File: src/rtl/fixed_point_block_averager_if.sv
// Sample stream in, block-mean stream out, for the fixed-point block averager.
// Master drives samples and consumes means; slave is the averager.
interface fixed_point_block_averager_if #(
   parameter int LOG2N = 4
);
   logic [25:0]      In_data;
   logic             In_valid;
   logic             In_ready;
   logic             Clear;
   logic [25:0]      Out_data;
   logic             Out_valid;
   logic             Out_ready;
   logic [LOG2N-1:0] Count;

   modport master (
      output In_data, In_valid, Clear, Out_ready,
      input  In_ready, Out_data, Out_valid, Count
   );

   modport slave (
      input  In_data, In_valid, Clear, Out_ready,
      output In_ready, Out_data, Out_valid, Count
   );
endinterface

File: src/rtl/fixed_point_block_averager.sv
// Averages blocks of 2^LOG2N sfix26_En18 samples into one rounded mean.
// One pending mean is held until consumed; completion stalls behind it.
module fixed_point_block_averager #(
   parameter int LOG2N = 4
) (
   input logic clk,
   input logic GlobalReset,
   fixed_point_block_averager_if.slave bus
);

   localparam int AW = 26 + LOG2N;
   localparam logic [LOG2N-1:0] LAST = '1;
   localparam logic signed [AW-1:0] HALF =
      AW'(1) << (LOG2N - 1);

   typedef enum logic {ACCUM, PENDING} state_t;

   state_t state, state_nxt;

   logic signed [AW-1:0] acc;
   logic signed [AW-1:0] sample;
   logic signed [AW-1:0] sum;
   logic signed [AW-1:0] rnd;
   logic [LOG2N-1:0]     count;
   logic [25:0]          out_data;
   logic [25:0]          mean;
   logic                 last;
   logic                 stall;
   logic                 transfer;
   logic                 complete;

   assign last  = (count == LAST);
   assign stall = last && (state == PENDING)
                  && !bus.Out_ready;

   assign bus.In_ready  = !bus.Clear && !stall;
   assign bus.Out_valid = (state == PENDING);
   assign bus.Out_data  = out_data;
   assign bus.Count     = count;

   assign transfer = bus.In_valid && bus.In_ready;
   assign complete = transfer && last;

   // Gate the sample so X on idle In_data never reaches the sum.
   assign sample = transfer
      ? {{LOG2N{bus.In_data[25]}}, bus.In_data}
      : '0;

   assign sum  = acc + sample;
   assign rnd  = sum + HALF;
   assign mean = 26'(rnd >>> LOG2N);

   always_comb begin
      state_nxt = state;
      case (state)
         ACCUM: begin
            if (complete)
               state_nxt = PENDING;
         end
         PENDING: begin
            if (!complete && bus.Out_ready)
               state_nxt = ACCUM;
         end
         default: state_nxt = ACCUM;
      endcase
   end

   always_ff @(posedge clk or negedge GlobalReset) begin
      if (!GlobalReset) begin
         state    <= ACCUM;
         acc      <= '0;
         count    <= '0;
         out_data <= '0;
      end else begin
         state <= state_nxt;
         if (bus.Clear) begin
            acc   <= '0;
            count <= '0;
         end else if (complete) begin
            acc      <= '0;
            count    <= '0;
            out_data <= mean;
         end else if (transfer) begin
            acc   <= sum;
            count <= count + 1'b1;
         end
      end
   end

endmodule
File: src/flat_wrapper.sv
// flat-port wrapper written by rule: the top's interface ports become plain ports
module fixed_point_block_averager_flat 
#(
   parameter int LOG2N = 4
)
  (clk, GlobalReset, bus_In_data, bus_In_valid, bus_Clear, bus_Out_ready, bus_In_ready, bus_Out_data, bus_Out_valid, bus_Count);
  fixed_point_block_averager_if #(.LOG2N(LOG2N)) bus_i ();
  input logic clk;
  input logic GlobalReset;
  input wire logic [$bits(bus_i.In_data)-1:0] bus_In_data;
  input wire logic [$bits(bus_i.In_valid)-1:0] bus_In_valid;
  input wire logic [$bits(bus_i.Clear)-1:0] bus_Clear;
  input wire logic [$bits(bus_i.Out_ready)-1:0] bus_Out_ready;
  output wire logic [$bits(bus_i.In_ready)-1:0] bus_In_ready;
  output wire logic [$bits(bus_i.Out_data)-1:0] bus_Out_data;
  output wire logic [$bits(bus_i.Out_valid)-1:0] bus_Out_valid;
  output wire logic [$bits(bus_i.Count)-1:0] bus_Count;
  assign bus_i.In_data = bus_In_data;
  assign bus_i.In_valid = bus_In_valid;
  assign bus_i.Clear = bus_Clear;
  assign bus_i.Out_ready = bus_Out_ready;
  assign bus_In_ready = bus_i.In_ready;
  assign bus_Out_data = bus_i.Out_data;
  assign bus_Out_valid = bus_i.Out_valid;
  assign bus_Count = bus_i.Count;
  fixed_point_block_averager #(.LOG2N(LOG2N)) u_core (.clk(clk), .GlobalReset(GlobalReset), .bus(bus_i));
endmodule
File: config.mk
export PLATFORM = sky130hd
export DESIGN_NAME = fixed_point_block_averager_flat
export DESIGN_NICKNAME = d
export VERILOG_FILES = /design/src/rtl/fixed_point_block_averager_if.sv /design/src/rtl/fixed_point_block_averager.sv /design/src/flat_wrapper.sv
export SDC_FILE = /design/constraint.sdc
export NUM_CORES = 1
export LEC_CHECK = 0
export CAP_MARGIN = 10
export CORE_UTILIZATION = 55
export CTS_BUF_LIST = sky130_fd_sc_hd__clkbuf_4
export DETAILED_ROUTE_END_ITERATION = 6
export PLACE_DENSITY = 0.77
export SYNTH_ARGS = -nofsm -noshare
export SYNTH_HDL_FRONTEND = slang
export SYNTH_SLANG_ARGS = --single-unit
export TNS_END_PERCENT = 10
File: constraint.sdc
create_clock -name clk -period 6.56 [get_ports clk]
set_clock_uncertainty 0.2 [all_clocks]
set_input_delay 1.312 -clock clk [delete_from_list [all_inputs] [get_ports clk]]
set_output_delay 1.312 -clock clk [all_outputs]
set_load 0.05 [all_outputs]
# Yosys cells after proc, flatten, opt, wreduce, memory -nomap -nowiden
# Cells that the tools add are included.
dict set report op_classes {
  n_eq_ne 1
  n_reduce_logical 12
  bitwise_logic 2
  n_mux 10
  add_sub_neg 3
}
# cell count
set ops {}
lappend ops {{$mux 30} 4}
lappend ops {{$add 30x30->30} 1}
lappend ops {{$add 30x5->30 const B} 1}
lappend ops {{$mux 4} 3}
lappend ops {{$logic_and 1x1->1} 6}
lappend ops {{$add 4x1->4 const B} 1}
lappend ops {{$eq 4x4->1 const B} 1}
lappend ops {{$logic_not 1->1} 4}
lappend ops {{$reduce_bool 3->1} 1}
lappend ops {{$mux 1} 2}
lappend ops {{$not 1->1} 2}
lappend ops {{$pmux 1 s2} 1}
lappend ops {{$reduce_and 2->1} 1}
dict set report totals {
  ff_bits 61
  wordCells 32
  output_inout_bits 32
  in_bits 31
}

# Logic depth before layout (Yosys ltp)
# Gate-level depths: netlist (run 1).
dict set report depth {
  word_depth 11
  mapped_depth 19
}

# Worst setup path before layout (run 1)
# No wires, ideal clock.
dict set report synth_timing {
  path_type {input -> register}
  startpoint {input bus_Clear}
  endpoint {register u_core.out_data[25] (netlist: u_core.bus.Out_data[25])}
  cell_stages 17
  setup_slack_ns 0.621
  t_arrival_ns 5.609
  setup_ns 0.130
  path_cell_list {clkbuf_1 -> a21oi_1 -> and2_1 -> clkbuf_1 -> clkbuf_1 -> and2_1 -> ha_1 -> a211oi_1 -> o211ai_2 -> a211o_1 -> a221o_1 -> a21boi_1 -> xnor2_1 -> nand4b_4 -> nor2_1 -> and4_1 -> o31ai_1}
}
dict set report synth_between {
  elab_chain_len 6
}
# item line
set synth_lines {}
lappend synth_lines {{start, declared} flat_wrapper.sv:12} ;# input wire logic [$bits(bus_i.Clear)-1:0] bus_Clear;
lappend synth_lines {{$logic_not 1->1 (*)} fixed_point_block_averager.sv:36} ;# assign bus.In_ready = !bus.Clear && !stall;
lappend synth_lines {{$logic_and 1x1->1 (*)} fixed_point_block_averager.sv:36}
lappend synth_lines {{named net bus_In_ready} flat_wrapper.sv:14} ;# output wire logic [$bits(bus_i.In_ready)-1:0] bus_In_ready;
lappend synth_lines {{$logic_and 1x1->1 (*)} fixed_point_block_averager.sv:41} ;# assign transfer = bus.In_valid && bus.In_ready;
lappend synth_lines {{$mux 30} fixed_point_block_averager.sv:46} ;# ? {{LOG2N{bus.In_data[25]}}, bus.In_data}
lappend synth_lines {{$add 30x30->30} fixed_point_block_averager.sv:49} ;# assign sum = acc + sample;
lappend synth_lines {{$add 30x5->30} fixed_point_block_averager.sv:50} ;# assign rnd = sum + HALF;
lappend synth_lines {{end signal, assigned} fixed_point_block_averager.sv:82} ;# out_data <= mean;
lappend synth_lines {{end, declared} fixed_point_block_averager.sv:25} ;# logic [25:0] out_data;
# Mark *: on every way through the listed nets, which the timed path passes. The rest lies on a longest branch.
# A chain may end at the register's enable or synchronous reset.

# Final worst setup path (run 1)
dict set report layout_timing {
  startpoint {input bus_Clear}
  endpoint {register u_core.out_data[18] (netlist: u_core.bus.Out_data[18])}
}
dict set report layout_between {
  elab_chain_len 6
}
# item line
set layout_lines {}
lappend layout_lines {{$logic_not 1->1} fixed_point_block_averager.sv:36}
lappend layout_lines {{$logic_and 1x1->1} fixed_point_block_averager.sv:36}
lappend layout_lines {{$logic_and 1x1->1} fixed_point_block_averager.sv:41}
lappend layout_lines {{$mux 30} fixed_point_block_averager.sv:46}
lappend layout_lines {{$add 30x30->30} fixed_point_block_averager.sv:49}
lappend layout_lines {{$add 30x5->30} fixed_point_block_averager.sv:50}
# Parallel ways exist; a longest one is shown, timed or not.

==> results of run 1 <==
[sequential cells by signal, indices dropped and copies added, names as in the netlist]
name	cells
u_core.bus.Count	4
u_core.bus.Out_data	26
u_core.acc	30
u_core.bus.Out_valid	1
[worst min-delay path: stages, from the launching register on]
cell	delay [ps]
dfrtp_1	370
nand2_1	50
nand2_1	50
[worst max-delay path by stage]
stage | from | endpoint | slack, ps | depth (start not counted)
finish | bus_Clear | u_core.bus.Out_data[18] | 760 | 15
global placement | bus_Clear | u_core.bus.Out_data[22] | 510 | 16
CTS | bus_Clear | u_core.bus.Out_data[18] | 800 | 15
global route | bus_Clear | u_core.bus.Out_data[18] | 350 | 15
detailed placement | bus_Clear | u_core.bus.Out_data[18] | 360 | 15
floorplan | bus_Clear | u_core.bus.Out_data[25] | 620 | 17
[layer usage]
layer | global-route usage [%] | routed length [um] | vias to the layer above
met5 | 0 | 0 | -
met4 | 10.91 | 301 | 0
met3 | 4.769 | 768 | 26
met2 | 49.35 | 6670 | 148
met1 | 40.92 | 6245 | 2271
li1 | - | - | 2215
[power by group]
part	leakage (nW)	switching [W]	internal, W
registers	0.843	0.00000881	0.000387
clock network	0.0895	0.000179	0.000161
logic	1.56	0.000125	0.0000765
[final cells by class]
type	instances	share of cell area, %
tap	108	2.328
inverter	12	0.7759
clock buffer	9	1.164
timing repair buffer	68	11.38
multi-input combinational	480	56.25
sequential	61	26.29
clock inverter	7	1.810
[synthesized netlist by cell type (4+ instances only)]
library cell	n	area, um2
a31oi_1	8	50.05
a21o_1	8	60.06
a21oi_2	5	43.79
nand2b_1	4	25.02
a211oi_1	4	30.03
and2_1	33	206.5
o211ai_1	4	30.03
buf_2	10	50.05
inv_1	12	45.04
nand3_1	17	85.08
o21ai_0	40	200.2
nand2_1	83	311.6
ha_1	31	387.9
xor2_1	15	131.4
nor2_1	24	90.09
a21oi_1	36	180.2
nand4_1	16	100.1
o21ai_1	16	80.08
a22o_1	16	140.1
and4_1	5	43.79
xnor2_1	34	297.8
nor3_1	16	80.08
dfrtp_1	61	1526
clkbuf_1	16	60.06
[through the flow]
stage	total power, W	setup WS, ps	hold WS (ps)
after global routing	0.0009718	353.6	318.9
after floorplan	0.0005319	620.7	256.3
after CTS	0.0009411	799.5	295.7
after detailed placement	0.0006011	361.1	263.1
final	0.0009369	758.3	285.5
after global placement	0.0005968	512.4	253.6
[cell families (layout without fill, tap and decap cells)]
kind of cell,after synthesis,after routing
multiplexers,2,2
buffers and inverters,38,96
flip-flops,61,61
XOR/XNOR,50,50
AO/OA/AOI/OAI,171,171
AND/OR/NAND/NOR,225,225
adder cells (fa/ha/maj),32,32
==> metrics.md, run 1 <==
| Metric | Value |
|---|---|
| Vias in the first global route | `approximately 4400` |
| CTS tree | `yes` |
| CTS max path bufs | `2` |
| Global Route Usage Sum | `30.34%` |
| Simple-gate share of the synthesized area | `roughly 25%` |
| Required time worst endpoint | `~6700 ps` |
| Via count | `between 4000 and 5000` |
| CP bufs+invs | `1` |
| Initial DRC count | `approximately 340` |
| RSZ-0062 raised after global routing | `false` |
| Syn Inst Count | `between 500 and 600` |
| DR WL/cell | `roughly 19 um` |
| Die ar. | `between 0.009 and 0.01 mm2` |
| Register area | `~0.0015 mm2` |
| Commonest cells after routing, fill and taps aside | `nand2_1 (83), clkdlybuf4s50_1 (61), dfrtp_1 (61)` |
| Die W | `roughly 97 um` |
| Worst Setup Start Kind | `primary input` |
| Max-cap viol count | `0` |
| Post-CTS Resized | `0` |
| Hold Crit Endpoint | `u_core.bus.Out_data[11]` |
| CP max stage delay | `630 ps` |
| Crit Path Max Fanout | `17` |
| Vias per cell | `approximately 6.3` |
| Total congestion overflow | `0` |
| Final setup vio count | `0` |
| # rows | `34` |
| Final hold violation count | `0` |
| Layout net count | `~700` |
| Synth Area in Adders | `8.249%` |
| Worst vdd ir | `between 100 and 150 uV` |
| Initial core utilization | `about 57%` |
| FMAX | `0.1724 GHz` |
| Post-route cell area | `about 0.0058 mm2` |
| Layout cells sized above 1 | `under 10%` |
| Hold Path Cell Cnt | `2` |
| Final GP Congestion | `0.9422` |
| Cts hold-fix bufs | `0` |
| Crit-path most repeated cell | `and2_1` |
| IO Port Bufs | `between 60 and 70` |
| Area used by multi-input combinational logic | `0.003266 mm2` |
| Global-route wire length before repair | `22.65 mm` |
| Slew margin rel. | `a little over a third` |
| Critical-path cell list | `clkdlybuf4s50_1 > a21oi_1 > and2_1 > and2_1 > ha_1 > fa_1 > a211oi_1 > o211ai_2 > a211o_1 > a221o_1 > xor2_1 > nand3_1 > nor3_1 > xnor2_1 > o21ai_1` |
| DRC Markers | `0` |
| CTS Buf Count | `9` |
| H-tree Lvls | `3` |
| Minimum clock period | `about 5800 ps` |
| Hold_sp | `u_core.bus.Out_data[11]` |
| Clock transition at path regs | `roughly 140 ps` |
| Synthesized cell area | `0.004945 mm2` |
| Setup TNS | `0 ps` |
| Post-Synth XOR/XNOR Area | `a little under a tenth` |
| Synthesis-to-layout area growth | `17.41%` |
| Yosys cell types | `70` |
| Slew Viols, Final | `0` |
| Sequential area share after synthesis | `30.87%` |
| Post-synth ARST share | `between 90% and 100%` |
| Worst r2r path cells | `15` |
| Hold WC Path Type | `reg -> reg` |
| Post CTS Setup Buffer Count | `0` |
| Multiplexer share of the synthesized area | `less than 1%` |
| Routed Antenna Nets | `0` |
| Ant. Diodes | `0` |
| Io pins | `63` |
| Ys Warns | `0` |
| Fill cells | `740` |
| Synth Register Bits | `~60` |
| Primary FF master, synth | `dfrtp_1` |
| Pwr/cell area | `around 160 mW/mm2` |
| Crit share post-route | `roughly nine tenths` |
| Top Family by Delay on Critical Path | `compound AO/OA/AOI/OAI gates` |
| Kind of critical path | `in -> reg` |
| DP Area | `about 0.0056 mm2` |
| Outcome | `finished clean` |
| Post-DP HPWL | `about 10 mm` |
| Worst-skew pair later-pin latency | `about 440 ps` |
| Clock Sinks | `61` |
| Leak | `around 2.5 nW` |
| Largest net degree at the start of global routing | `62` |
| Most common cell after layout, fill and taps aside | `nand2_1` |
| Critical path endpoint category | `flop` |
| Reg2reg start | `u_core.bus.Count[0]` |
| R2R Setup Slk | `around 1300 ps` |
| Initial antenna violation count | `0` |
| Area fraction in compound gates after synthesis | `23.38%` |
| Synth Area per Inst | `~8.5 um2` |
| Fin cells | `between 700 and 800` |
| Die height | `96.82 um` |
| Net Count, Synth | `642` |
| Largest family of logic cells by synthesized area | `simple AND/OR/NAND/NOR gates` |
| Actual slew at the worst max-slew pin | `around 960 ps` |
| Layout Utilization | `approximately two thirds` |
| Post-synth EDFFs | `0` |
| Placed Cells incl. Taps | `between 700 and 800` |
| CORE AREA | `0.008721 mm2` |
| 1st-pass router iterations | `6` |
| Critical Path AT | `about 5900 ps` |
| Worst path slowest cell | `clkdlybuf4s50_1` |
| Post-Route WL | `about 14 mm` |
| Root Driver | `clkbuf_4` |
| Critical R2R Capture | `u_core.bus.Out_data[18]` |
No activity file was read; power rests on OpenSTA's default activity.
==> inputs of run 2 (changes only) <==
CORE_UTILIZATION = 50   (was 55)
PLACE_DENSITY = 0.71   (was 0.77)
==> run 2 against run 1 <==
Against the previous run:
- power up 1.9%
- clock-buffer cell count rose by 1
- routed wire length down 4.3%
- maximum frequency rose by 2.9%
- critical path depth rose by 1
- setup slack better by 160 ps
- sequential cell count unchanged
- sequential power is essentially flat
- clock power up 4%
- global-route usage decreased by 2.5 points
- first-iteration DRC count fell by 31%
- critical endpoint is now u_core.bus.Out_data[22]
- largest power group unchanged
==> metrics.md, run 2 (same netlist as run 1, synthesis figures left out) <==
| Metric | Value |
|---|---|
| Critical Path AT | `5730 ps (-170 ps)` |
| Crit Path Max Fanout | `16 (-1)` |
| Fin cells | `775 (+4.0%)` |
| Die height | `101.4 um (+4.8%)` |
| Root Driver | `clkbuf_4` |
| CORE AREA | `0.009415 mm2 (+8.0%)` |
| Pwr/cell area | `161.5 mW/mm2 (about the same)` |
| Clock Sinks | `61 (unchanged)` |
| Post-DP HPWL | `10.08 mm (-3.1%)` |
| # rows | `35 (+2.9%)` |
| Hold Path Cell Cnt | `2 (unchanged)` |
| Routed Antenna Nets | `0 (unchanged)` |
| FMAX | `0.1774 GHz (+2.9%)` |
| 1st-pass router iterations | `5 (-1)` |
| Via count | `4591 (-1.5%)` |
| R2R Setup Slk | `1390 ps (+110 ps)` |
| Final Worst Setup Slack | `922.5 ps (+164.2 ps)` |
| Actual slew at the worst max-slew pin | `803.8 ps (-154.7 ps)` |
| Initial antenna violation count | `0 (unchanged)` |
| Global Route Usage Sum | `27.80% (-2.5 points)` |
| DR WL/cell | `17.27 um (-8.0%)` |
| Largest register FFs | `30 (unchanged)` |
| Most common cell after layout, fill and taps aside | `nand2_1` |
| Final hold violation count | `0 (unchanged)` |
| Post CTS Setup Buffer Count | `0 (unchanged)` |
| Slew margin rel. | `46.41% (+10 points)` |
| Die ar. | `0.01029 mm2 (+9.8%)` |
| Max-cap viol count | `0 (unchanged)` |
| Layout cells sized above 1 | `9.133% (+1.1 points)` |
| Kind of critical path | `in -> reg` |
| Initial DRC count | `232 (-31%)` |
| Commonest cells after routing, fill and taps aside | `nand2_1 (83), clkdlybuf4s50_1 (61), dfrtp_1 (61)` |
| Die W | `101.4 um (+4.8%)` |
| Crit share post-route | `85.94% (-2.5 points)` |
| CTS max path bufs | `2 (unchanged)` |
| Post-CTS Resized | `0 (unchanged)` |
| CTS Buf Count | `9 (unchanged)` |
| H-tree Lvls | `3 (unchanged)` |
| Layout net count | `704 (+1.3%)` |
| Largest net degree at the start of global routing | `62 (unchanged)` |
| Required time worst endpoint | `6650 ps (about the same)` |
| Ant. Diodes | `0 (unchanged)` |
| Total congestion overflow | `0 (unchanged)` |
| Setup TNS | `0 ps (unchanged)` |
| Final setup vio count | `0 (unchanged)` |
| Global-route wire length before repair | `22.00 mm (-2.8%)` |
| Vias per cell | `5.924 (-5.3%)` |
| Critical R2R Capture | `u_core.bus.Out_data[22]` |
| Reg2reg start | `u_core.bus.Count[0]` |
| DP Worst Slack | `468.9 ps (+107.8 ps)` |
| Critical path origin | `bus_Out_ready` |
| Clock transition at path regs | `110 ps (-30 ps)` |
| Vias in the first global route | `4335 (-1.1%)` |
| Leak | `2.543 nW (+2.1%)` |
| Reg with most FFs | `u_core.acc` |
| Final GP Congestion | `0.9532 (+1.2%)` |
| IO Port Bufs | `62 (unchanged)` |
| Hold_sp | `u_core.bus.Out_data[5]` |
| CTS tree | `yes` |
| Initial core utilization | `52.52% (-4.2 points)` |
| Worst Setup Start Kind | `primary input` |
| Hold Crit Endpoint | `u_core.bus.Out_data[5]` |
| Post-Route WL | `13.38 mm (-4.3%)` |
| Worst-skew pair later-pin latency | `410 ps (-30 ps)` |
| Fill cells | `799 (+8.0%)` |
| Hold WC Path Type | `reg -> reg` |
| Worst r2r path cells | `16 (+1)` |
| DRC Markers | `0 (unchanged)` |
| RSZ-0062 raised after global routing | `false` |
| Slew Viols, Final | `0 (unchanged)` |
| Cts hold-fix bufs | `0 (unchanged)` |
| Io pins | `63 (unchanged)` |
| Worst vdd ir | `79.93 uV (-25%)` |
| Synthesis-to-layout area growth | `19.53%` |
| Critical path endpoint category | `flop` |
| Outcome | `finished clean` |
| Minimum clock period | `5637 ps (-164.2 ps)` |
| Placed Cells incl. Taps | `759 (+4.1%)` |
run 2: power breakdown:
group | total (W) | internal (W) | switching, W
combinational | 0.000206 | 0.0000810 | 0.000125
clock | 0.000353 | 0.000197 | 0.000156
sequential | 0.000396 | 0.000387 | 0.00000875
total | 0.000954 | 0.000665 | 0.000289
run 2: layout make-up:
cell class | count | area [um2] | share of cell area (%)
sequential | 61 | 1526 | 25.83
tap | 129 | 161.4 | 2.731
clock buffer | 10 | 75.07 | 1.270
clock inverter | 6 | 111.4 | 1.884
timing repair buffer | 77 | 728.2 | 12.32
multi-input combinational | 480 | 3263 | 55.21
inverter | 12 | 45.04 | 0.7621
run 2: worst max path at each step:
| stage | to |
|---|---|
| final | u_core.bus.Out_data[22] |
| after global placement | u_core.bus.Out_data[25] |
| after global routing | u_core.bus.Out_data[20] |
| after floorplan | u_core.bus.Out_data[25] |
| after detailed placement | u_core.bus.Out_data[22] |
| after CTS | u_core.bus.Out_data[22] |
run 2: routing by layer:
layer  up-vias  wire length [um]  track usage (%)
met5         -                 0                0
li1       2240                 -                -
met1      2185              6695            41.67
met2       154              5773            42.02
met3        12               761            3.037
met4         0               153            8.250
run 2: worst max-delay path: stages:
cell and delay [ps]:
clkdlybuf4s50_1 390, nor2b_1 140, a21oi_1 110, and2_1 350, and2_1 250, ha_1 210, fa_1 420, a211oi_1 390
o211ai_2 220, a211o_1 310, a221o_1 390, xor2_1 390, nand3_1 320, nor3_1 270, xor2_1 190, o21ai_1 70
run 2: through the flow:
step | util [%] | power, W | instance area (um2) | hold slack, ps
after global routing | 62.78 | 0.0009965 | 5911 | 320.3
final | 62.78 | 0.0009545 | 5911 | 289.7
after global placement | 60.80 | 0.0006029 | 5724 | 261.8
after detailed placement | 60.80 | 0.0006056 | 5724 | 268.3
after floorplan | - | 0.0005319 | 4945 | 256.3
after CTS | 62.78 | 0.0009591 | 5911 | 292.2
==> inputs of run 3 (changes only) <==
ABC_AREA = 1   (was default)
MAX_ROUTING_LAYER = met4   (was default)
PLACE_DENSITY = 0.7   (was 0.71)
clock period = 7.3 ns   (was 6.56 ns; I/O delays follow)
==> run 3 against run 2 <==
Against the previous run:
- sequential cell count unchanged
- core utilization down 2.5 points
- register-to-register slack better by 1200 ps
- setup slack better by 1100 ps
- die area up 17%
- power down 17%
- worst hold slack worse by 2.1 ps
- first-iteration DRC count up 100%
- via count up 31%
- routed wire length up 26%
- synthesized cell count up 66%
- clock power down 40%
==> metrics.md, run 3 <==
| Metric | Value |
|---|---|
| Outcome | `finished clean` |
| Layout cells sized above 1 | `9.232% (+0.099 points)` |
| Setup TNS | `0 ps (unchanged)` |
| DRC Markers | `0 (unchanged)` |
| Initial DRC count | `468 (+100%)` |
| Post-synth ARST share | `100.0% (unchanged)` |
| H-tree Lvls | `3 (unchanged)` |
| CTS tree | `yes` |
| DP Area | `0.006570 mm2 (+15%)` |
| Total congestion overflow | `0 (unchanged)` |
| Fill cells | `1150 (+44%)` |
| Initial antenna violation count | `0 (unchanged)` |
| Vias per cell | `5.128 (-13%)` |
| Yosys cell types | `37 (-47%)` |
| Global Route Usage Sum | `30.78% (+3.0 points)` |
| Cts hold-fix bufs | `0 (unchanged)` |
| Sequential area share after synthesis | `26.30% (-4.6 points)` |
| Initial core utilization | `52.39% (-0.12 points)` |
| Synth top area share | `26.30% (-4.6 points)` |
| Largest register FFs | `30 (unchanged)` |
| Synth Register Bits | `61 (unchanged)` |
| Ant. Diodes | `0 (unchanged)` |
| Largest net degree at the start of global routing | `62 (unchanged)` |
| Post-Route WL | `16.90 mm (+26%)` |
| 1st-pass router iterations | `5 (unchanged)` |
| Final GP Congestion | `0.9360 (-1.8%)` |
| Crit share post-route | `a little under three quarters` |
| Primary FF master, synth | `dfrtp_1` |
| Top cells by count, synth | `nand2_1 (320), inv_1 (180), nor2_1 (84)` |
| Synth Area per Inst | `6.034 um2 (-29%)` |
| Clock transition at path regs | `100 ps (about the same)` |
| Net Count, Synth | `1025 (+60%)` |
| Root Driver | `clkbuf_4` |
| # rows | `38 (+8.6%)` |
| Die W | `109.7 um (+8.2%)` |
| Most common cell after layout, fill and taps aside | `nand2_1` |
| Reg with most FFs | `u_core.acc` |
| DR WL/cell | `14.46 um (-16%)` |
| Kind of critical path | `in -> reg` |
| Pwr Total | `0.0007938 W (-17%)` |
| Critical path endpoint category | `flop` |
| Via count | `5995 (+31%)` |
| Commonest cells after routing, fill and taps aside | `nand2_1 (320), inv_1 (180), nor2_1 (84)` |
| Minimum clock period | `roughly 5300 ps` |
| Clock Sinks | `61 (unchanged)` |
| Post CTS Setup Buffer Count | `0 (unchanged)` |
| Post-CTS Resized | `0 (unchanged)` |
| Synth area leaders | `dfrtp_1 (26%), nand2_1 (21%), inv_1 (12%), nand3_1 (7.1%), ha_1 (6.7%)` |
| Final setup vio count | `0 (unchanged)` |
| Crit-path most repeated cell | `nand2_1` |
| Die height | `109.7 um (+8.2%)` |
| Critical Path AT | `5380 ps (-350 ps)` |
| Area used by multi-input combinational logic | `0.003491 mm2 (+7.0%)` |
| Synthesis-to-layout area growth | `14.98%` |
| Post-synth EDFFs | `0 (unchanged)` |
| Count leader, synth | `nand2_1` |
| FMAX | `about 0.19 GHz` |
| Critical-path cell list | `clkdlybuf4s50_1 > a31oi_1 > nand2_1 > nor2_1 > ha_1 > fa_1 > nand3_1 > nand2_1 > nand2_1 > nand2_1 > inv_1 > ha_1 > nand2_1 > inv_2 > nand3_2 > nor2_2 > nand3_2 > nor2_2 > nand3_1 > nand3_1 > nand2_1` |
| Io pins | `63 (unchanged)` |
| Ys Warns | `0 (unchanged)` |
| Post-DP HPWL | `12.97 mm (+29%)` |
| Leak | `3.586 nW (+41%)` |
| Worst-skew pair later-pin latency | `450 ps (+40 ps)` |
| Post-route cell area | `0.006674 mm2 (+13%)` |
| Crit Path Max Fanout | `22 (+6)` |
| Slew margin rel. | `32.81% (-14 points)` |
| Max-cap viol count | `0 (unchanged)` |
| CP max stage delay | `750 ps (+330 ps)` |
| Global-route wire length before repair | `26.96 mm (+23%)` |
| Syn Inst Count | `962 (+66%)` |
| Die ar. | `0.01204 mm2 (+17%)` |
| Routed Antenna Nets | `0 (unchanged)` |
| Worst vdd ir | `88.66 uV (+11%)` |
| Vias in the first global route | `5443 (+26%)` |
| Worst path slowest cell | `nand2_1` |
| Layout net count | `1088 (+55%)` |
| CTS max path bufs | `2 (unchanged)` |
| Slew Viols, Final | `0 (unchanged)` |
| CTS Buf Count | `9 (unchanged)` |
| Actual slew at the worst max-slew pin | `1005 ps (+201.6 ps)` |
| Yosys top cell by area | `dfrtp_1` |
| RSZ-0062 raised after global routing | `false` |
| Worst Setup Start Kind | `primary input` |
| Synthesized cell area | `0.005804 mm2 (+17%)` |
| Pwr/cell area | `118.9 mW/mm2 (-26%)` |
| IO Port Bufs | `62 (unchanged)` |
| Required time worst endpoint | `7430 ps (+780 ps)` |
| CORE AREA | `0.01108 mm2 (+18%)` |
| Final hold violation count | `0 (unchanged)` |
| Register area | `0.001526 mm2 (unchanged)` |
| Hold WC Path Type | `reg -> reg` |
run 3: cell types whose count changed after synthesis, sizes merged, moves of 7 or more:
cell   before  now
nand2      84  349
o22ai       1   29
a21oi      41   20
inv        12  194
nand3      17   92
nand4      18   11
nor3       18    5
a22o       16    0
o21ai      59   24
a21o        8    0
xnor2      34    2
and2       33    5
nor2       24  103
run 3: cell families (layout without fill, tap and decap cells):
group / count (synthesis) / after routing / synth area share [%]
simple gates: 569 / 569 / 43.52
buf+inv: 209 / 276 / 13.56
compound gates: 78 / 78 / 7.610
flops: 61 / 61 / 26.30
fa+ha+maj: 32 / 32 / 7.027
xor+xnor: 12 / 12 / 1.811
mux: 1 / 1 / 0.1725
run 3: metal layers:
layer / global-route usage (%) / wire length (um)
met3: 3.497 / 1137
met2: 42.99 / 6635
met4: 9.905 / 357
met1: 45.77 / 8768
met5: - / 0
run 3: per-stage QoR:
step / utilization [%] / worst slack (ps) / cells / hold slack [ps]
floorplan: - / 2281 / 962 / 309.1
global placement: 59.31 / 1623 / 1154 / 270.0
detailed placement: 59.31 / 1629 / 1154 / 264.3
CTS: 60.24 / 2099 / 1169 / 294.3
global route: 60.24 / 1695 / 1169 / 306.7
finish: 60.24 / 2047 / 1169 / 287.6
run 3: worst max-delay path: cells and delay by family:
family          cells  cell delay, ps
simple gates       14            2260
buf+inv             3             670
fa+ha+maj           3             910
compound gates      1              60
run 3: power by group:
part,total [W],switching (W),internal (W)
logic,0.000221,0.000148,0.0000733
registers,0.000360,0.00000995,0.000350
clock network,0.000213,0.000144,0.0000695
total,0.000794,0.000301,0.000492
run 3: layout make-up:
| cell class | instances | share of cell area, % |
|---|---|---|
| clock buffers | 10 | 1.125 |
| clock inverters | 5 | 0.4312 |
| inverters | 195 | 10.97 |
| multi-input cells | 692 | 52.31 |
| flip-flops and latches | 61 | 22.87 |
| well taps | 140 | 2.625 |
| repair buffers | 66 | 9.674 |
run 3: final timing paths:
path,start,end,slack [ps],cells after the start
min in group asynchronous,GlobalReset,u_core.acc[10],950,2
min reg2reg,u_core.bus.Out_data[24],u_core.bus.Out_data[24],290,2
min,u_core.bus.Out_data[24],u_core.bus.Out_data[24],290,2
max reg2reg,u_core.bus.Count[0],u_core.bus.Out_data[25],2620,23
max in group asynchronous,GlobalReset,u_core.bus.Out_data[1],5370,2
max,bus_Clear,u_core.bus.Out_data[25],2050,21
